--- config.mk ---
export PLATFORM = sky130hd
export DESIGN_NAME = rename_register_file_flat
export DESIGN_NICKNAME = d
export VERILOG_FILES = /design/src/rtl/rename_register_file_pkg.sv /design/src/rtl/rename_register_file_if.sv /design/src/rtl/rename_register_file_rf_read_port.sv /design/src/rtl/rename_register_file.sv /design/src/flat_wrapper.sv
export SDC_FILE = /design/constraint.sdc
export NUM_CORES = 2
export LEC_CHECK = 0
export CORE_AREA = 2 2 331 333
export CTS_CLUSTER_SIZE = 25
export DETAILED_ROUTE_END_ITERATION = 7
export DIE_AREA = 0 0 333 335
export PLACE_DENSITY = 0.76
export RECOVER_POWER = 50
export REMOVE_ABC_BUFFERS = 1
export SYNTH_ARGS = -nofsm -noshare
export SYNTH_HDL_FRONTEND = slang
export SYNTH_HIERARCHICAL = 1
export SYNTH_SLANG_ARGS = --single-unit
--- constraint.sdc ---
create_clock -name clk_in -period 7.7 [get_ports clk_in]
set_clock_uncertainty 0.15 [all_clocks]
set_input_delay 1.54 -clock clk_in [delete_from_list [all_inputs] [get_ports clk_in]]
set_output_delay 1.54 -clock clk_in [all_outputs]
set_load 0.01 [all_outputs]
--- src/rtl/rename_register_file_pkg.sv ---
// Shared sizing constants and types for the rename register file.
// Latency: n/a (types only).  Backpressure: n/a.
// ROB_SIZE_BIT sets the ROB tag width (ROB depth = 2^ROB_SIZE_BIT).
// REG_NUM is the architectural register count.
package rename_register_file_pkg;

  localparam int ROB_SIZE_BIT = 3;
  localparam int ROB_SIZE     = 1 << ROB_SIZE_BIT;
  localparam int REG_NUM      = 32;
  localparam int REG_IDX_BIT  = 5;
  localparam int XLEN         = 32;

  typedef logic [REG_IDX_BIT-1:0]  reg_idx_t;
  typedef logic [XLEN-1:0]         word_t;
  typedef logic [ROB_SIZE_BIT-1:0] tag_t;

endpackage

--- src/rtl/rename_register_file_if.sv ---
// Decoder/ROB-facing bus of the rename register file: flush, commit, rename
// and two source-operand query ports.
// Latency: n/a (wiring only).  Backpressure: none; rdy_in stalls are a top-level scalar.
// Ports: master = decoder/ROB side (drives commands and rs1/rs2);
//        slave  = register file side (returns val/has_dep/dep per port).
interface rename_register_file_if;
  import rename_register_file_pkg::*;

  logic     clear;
  reg_idx_t rob_set_idx;
  word_t    rob_set_reg_val;
  tag_t     rob_set_recorder;
  reg_idx_t dec_set_idx;
  tag_t     dec_set_dep;
  reg_idx_t rs1;
  word_t    val1;
  logic     has_dep1;
  tag_t     dep1;
  reg_idx_t rs2;
  word_t    val2;
  logic     has_dep2;
  tag_t     dep2;

  modport master (
    output clear, rob_set_idx, rob_set_reg_val, rob_set_recorder,
           dec_set_idx, dec_set_dep, rs1, rs2,
    input  val1, has_dep1, dep1, val2, has_dep2, dep2
  );

  modport slave (
    input  clear, rob_set_idx, rob_set_reg_val, rob_set_recorder,
           dec_set_idx, dec_set_dep, rs1, rs2,
    output val1, has_dep1, dep1, val2, has_dep2, dep2
  );

endinterface

--- src/rtl/rename_register_file_rf_read_port.sv ---
// One source-operand read port: x0 masking, same-cycle commit forwarding, array lookup.
// Latency: combinational.  Backpressure: none.
// Ports: rs in; regs/busy/dep state arrays in; commit idx/val/tag in;
//        val/has_dep/dep_out out.
module rename_register_file_rf_read_port
  import rename_register_file_pkg::*;
(
  input  reg_idx_t                 rs,
  input  word_t [REG_NUM-1:0]      regs,
  input  logic  [REG_NUM-1:0]      busy,
  input  tag_t  [REG_NUM-1:0]      dep,
  input  reg_idx_t                 commit_idx,
  input  word_t                    commit_val,
  input  tag_t                     commit_tag,
  output word_t                    val,
  output logic                     has_dep,
  output tag_t                     dep_out
);

  always_comb begin
    val     = '0;
    has_dep = 1'b0;
    dep_out = '0;
    if (rs != '0) begin
      dep_out = dep[rs];
      // Forward only when this commit is the one the rename is waiting on;
      // a commit from an older, superseded producer must not clear the dependency.
      if ((commit_idx == rs) && busy[rs] && (dep[rs] == commit_tag)) begin
        val     = commit_val;
        has_dep = 1'b0;
      end else begin
        val     = regs[rs];
        has_dep = busy[rs];
      end
    end
  end

endmodule

--- src/rtl/rename_register_file.sv ---
// Architectural register file with per-register ROB rename tags (Tomasulo core).
// Latency: commit/rename/flush at next clk_in edge; queries combinational with commit forwarding.
// Backpressure: rdy_in low freezes all state; queries stay valid.
// Ports: clk_in, rst_in (async active-low), rdy_in, bus (slave modport: flush,
//        commit, rename, two query ports).
// Optional: define RF_TRACE_EN for a commit counter and a per-commit trace print.
module rename_register_file
  import rename_register_file_pkg::*;
(
  input  logic                   clk_in,
  input  logic                   rst_in,
  input  logic                   rdy_in,
  rename_register_file_if.slave  bus
);

  word_t [REG_NUM-1:0] regs;
  logic  [REG_NUM-1:0] busy;
  tag_t  [REG_NUM-1:0] dep;

  logic commit_en;
  logic rename_en;

  assign commit_en = rdy_in && !bus.clear && (bus.rob_set_idx != '0);
  assign rename_en = rdy_in && !bus.clear && (bus.dec_set_idx != '0);

  always_ff @(posedge clk_in or negedge rst_in) begin
    if (!rst_in) begin
      regs <= '0;
      busy <= '0;
      dep  <= '0;
    end else if (rdy_in) begin
      if (bus.clear) begin
        // Flush drops pending renames only; committed values survive.
        busy <= '0;
      end else begin
        if (commit_en) begin
          regs[bus.rob_set_idx] <= bus.rob_set_reg_val;
          if (busy[bus.rob_set_idx] && (dep[bus.rob_set_idx] == bus.rob_set_recorder)) begin
            busy[bus.rob_set_idx] <= 1'b0;
          end
        end
        // Issued after the commit so a same-register rename wins busy/dep.
        if (rename_en) begin
          busy[bus.dec_set_idx] <= 1'b1;
          dep[bus.dec_set_idx]  <= bus.dec_set_dep;
        end
      end
    end
  end

  rename_register_file_rf_read_port u_port1 (
    .rs         (bus.rs1),
    .regs       (regs),
    .busy       (busy),
    .dep        (dep),
    .commit_idx (bus.rob_set_idx),
    .commit_val (bus.rob_set_reg_val),
    .commit_tag (bus.rob_set_recorder),
    .val        (bus.val1),
    .has_dep    (bus.has_dep1),
    .dep_out    (bus.dep1)
  );

  rename_register_file_rf_read_port u_port2 (
    .rs         (bus.rs2),
    .regs       (regs),
    .busy       (busy),
    .dep        (dep),
    .commit_idx (bus.rob_set_idx),
    .commit_val (bus.rob_set_reg_val),
    .commit_tag (bus.rob_set_recorder),
    .val        (bus.val2),
    .has_dep    (bus.has_dep2),
    .dep_out    (bus.dep2)
  );

`ifdef RF_TRACE_EN
  logic [31:0] commit_cnt;

  always_ff @(posedge clk_in or negedge rst_in) begin
    if (!rst_in) begin
      commit_cnt <= '0;
    end else if (commit_en) begin
      commit_cnt <= commit_cnt + 32'd1;
      $display("rf commit #%0d x%0d <= %h", commit_cnt, bus.rob_set_idx, bus.rob_set_reg_val);
    end
  end
`else
`endif

endmodule

--- src/flat_wrapper.sv ---
// flat-port wrapper written by rule: the top's interface ports become plain ports
module rename_register_file_flat import rename_register_file_pkg::*;
  (clk_in, rst_in, rdy_in, bus_clear, bus_rob_set_idx, bus_rob_set_reg_val, bus_rob_set_recorder, bus_dec_set_idx, bus_dec_set_dep, bus_rs1, bus_rs2, bus_val1, bus_has_dep1, bus_dep1, bus_val2, bus_has_dep2, bus_dep2);
  rename_register_file_if bus_i ();
  input  logic clk_in;
  input  logic rst_in;
  input  logic rdy_in;
  input wire logic [$bits(bus_i.clear)-1:0] bus_clear;
  input wire logic [$bits(bus_i.rob_set_idx)-1:0] bus_rob_set_idx;
  input wire logic [$bits(bus_i.rob_set_reg_val)-1:0] bus_rob_set_reg_val;
  input wire logic [$bits(bus_i.rob_set_recorder)-1:0] bus_rob_set_recorder;
  input wire logic [$bits(bus_i.dec_set_idx)-1:0] bus_dec_set_idx;
  input wire logic [$bits(bus_i.dec_set_dep)-1:0] bus_dec_set_dep;
  input wire logic [$bits(bus_i.rs1)-1:0] bus_rs1;
  input wire logic [$bits(bus_i.rs2)-1:0] bus_rs2;
  output wire logic [$bits(bus_i.val1)-1:0] bus_val1;
  output wire logic [$bits(bus_i.has_dep1)-1:0] bus_has_dep1;
  output wire logic [$bits(bus_i.dep1)-1:0] bus_dep1;
  output wire logic [$bits(bus_i.val2)-1:0] bus_val2;
  output wire logic [$bits(bus_i.has_dep2)-1:0] bus_has_dep2;
  output wire logic [$bits(bus_i.dep2)-1:0] bus_dep2;
  assign bus_i.clear = bus_clear;
  assign bus_i.rob_set_idx = bus_rob_set_idx;
  assign bus_i.rob_set_reg_val = bus_rob_set_reg_val;
  assign bus_i.rob_set_recorder = bus_rob_set_recorder;
  assign bus_i.dec_set_idx = bus_dec_set_idx;
  assign bus_i.dec_set_dep = bus_dec_set_dep;
  assign bus_i.rs1 = bus_rs1;
  assign bus_i.rs2 = bus_rs2;
  assign bus_val1 = bus_i.val1;
  assign bus_has_dep1 = bus_i.has_dep1;
  assign bus_dep1 = bus_i.dep1;
  assign bus_val2 = bus_i.val2;
  assign bus_has_dep2 = bus_i.has_dep2;
  assign bus_dep2 = bus_i.dep2;
  rename_register_file u_core (.clk_in(clk_in), .rst_in(rst_in), .rdy_in(rdy_in), .bus(bus_i));
endmodule
==> metrics <==
outcome=complete, but fails checks; first drt pass iteration count=6; DP Area=66300 um^2; GP Congestion=0.958; Fin Setup TNS=0 ns; DIE AREA=112000 um^2; max-slew violation count=207; Clock transition at path regs=0.06 ns; Final Hold Vio Count=0; Hold Buf Count CTS=0; Hold Crit Class=reg2reg; main flop type after synthesis=dfrtp_1; post-CTS setup buffer count=0; first-pass GRT wire length=between 200000 and 300000 um; pin count of the biggest net entering global routing=about 170; crit path kind=in2out; post_cts resized=0; H-tree levels=3; P per Cell Area=roughly 230 nW/um^2; Finished Layout Cells=5602; IO buf count=133; post-detail-place hpwl=103000 um; drt total wl=approximately 180000 um; violated checks=capacitance limit, slew limit; die height=335 um; Core Footprint=108000 um^2; Total Routing Usage GR=0.333; Worst-Skew Late Latency=0.73 ns; Seq/Total Area, Yosys=0.448; routed vias/inst=7.17; RSZ-0062 raised after global routing=false; layout cells sized above 1=0.513; Cell Count Post-Placement=5384; clk root buf=clkbuf_16; vias in the first global route=41400; post-route design area=70300 um^2; row count=121; max_slew headroom=-1.92; maximum VDD drop=0.221 mV; CTS Sinks=roughly 1200; clock buffer depth=3; Syn-to-layout area delta=9.21%; syn_area_per_cell=~15 um^2; Via Count=40200; ANT cells=0; TritonCTS clock tree=yes; wire length per cell=between 30 and 40 um; antenna-violating nets left=0; WP data required=between 6 and 7 ns; Final nets=4151; synth warn=6; worst-margin pin slew=4.38 ns; Tot Pwr=16.4 mW; Netlist Area Pre-Place=64400 um^2; Distinct cells, synth=55; final setup margin=1.02 ns; EDFF count, synth=0; starting density of the core=0.596; drt drc=0; most frequent cells in the layout=dfrtp_1, mux2_2, mux4_2, nand2_1, mux2i_1; r2r setup slk=4.90 ns; fin util=0.651; Tmin final=about 6.7 ns; Post-synth ARST share=1.00; cell count after synthesis=4214; Critical Path Source Type=input port; grt ovf=0; initial antenna violation count=1; CP max FO=58; die width=333 um; final setup fails=0; leading cell type in the layout, fill and taps excluded=dfrtp_1; Seq cells post-synth=1152; Worst EP arrival=approximately 5 ns; f_max=roughly 0.15 GHz; post-place setup slack=~1.0 ns; CTS Buf Count=117; Hold WS=0.242 ns; Max Cap Viol=4; Initial DRC Count=4050; Leakage=~31 nW; CP endpoint kind=primary output; # IOs=134; part of the cycle the worst path needs=0.868
## worst max-delay path, cell delays in order
cell and delay (ns):
buf_8 0.45, mux4_2 0.57, nor2b_1 0.15, a2111oi_2 0.34
or4_1 0.21, xnor2_1 0.10, nor4_4 0.18, buf_4 0.47
mux2i_1 0.26, clkdlybuf4s50_1 0.57
## cell usage after synthesis, drive strengths merged (4+ instances only)
cell type,n,share of area
nand3b,5,0.00058
o41ai,4,0.00054
nor3,16,0.0015
and3b,8,0.0011
buf,267,0.025
nand2,284,0.017
a22oi,48,0.0066
mux4,681,0.24
dfrtp,1152,0.45
o21ai,17,0.0013
mux2,1120,0.20
mux2i,177,0.028
a211oi,9,0.0010
clkbuf,191,0.011
nor2,41,0.0024
nand2b,16,0.0016
a41oi,8,0.0012
a2111oi,4,0.00093
nand4,5,0.00049
a21oi,22,0.0017
and2,12,0.0012
nand3,14,0.0011
nor2b,22,0.0021
xnor2,6,0.00082
a31oi,10,0.0018
inv,11,0.00064
nor4,8,0.0017
xor2,13,0.0021
o22ai,16,0.0016
## cell type report
| class | instances | area, um^2 |
|---|---|---|
| inverters | 11 | 41.3 |
| clock buffers | 176 | 3510 |
| clock inverters | 42 | 546 |
| repair buffers | 214 | 2190 |
| well taps | 1414 | 1770 |
| fillers | 7618 | 37800 |
| multi-input cells | 2593 | 33400 |
| flip-flops and latches | 1152 | 28800 |
## sequential cells by signal, summed over array words and instances (netlist names)
name and flops:
u_core/busy 32, u_core/regs 1024, u_core/dep 96
## cell families after synthesis
logic type / after synthesis / share of synthesized area
compound gates: 143 / 0.0175
xor+xnor: 19 / 0.00293
buf+inv: 469 / 0.0366
flops: 1152 / 0.448
mux: 1978 / 0.462
simple gates: 453 / 0.0332
## metal layers
layer | up-vias | wire [um] | GRT usage
met3 | 443 | 15400 | 0.0618
met2 | 1960 | 86900 | 0.523
li1 | 16000 | - | -
met1 | 21700 | 73400 | 0.468
met4 | 2 | 7350 | 0.127
met5 | - | 12 | 0
## path summary, 6_finish.rpt
kind                                  from  cells after the start          endpoint
max                             bus_rs1[1]                     10      bus_val1[15]
min                        u_core/regs[16]                      0   u_core/regs[16]
max reg2reg                 u_core/dep[31]                      8   u_core/busy[22]
min reg2reg                u_core/regs[16]                      0   u_core/regs[16]
max in group asynchronous           rst_in                      3  u_core/regs[668]
min in group asynchronous           rst_in                      1   u_core/busy[30]
## where the power goes
| part | internal [mW] | switching (mW) | leakage [nW] | total (mW) |
|---|---|---|---|---|
| combinational | 1.78 | 1.22 | 13.9 | 2.99 |
| sequential | 6.82 | 0.569 | 15.4 | 7.39 |
| clock | 3.54 | 2.47 | 2.01 | 6.01 |
Power figures use the tool's default switching activity.
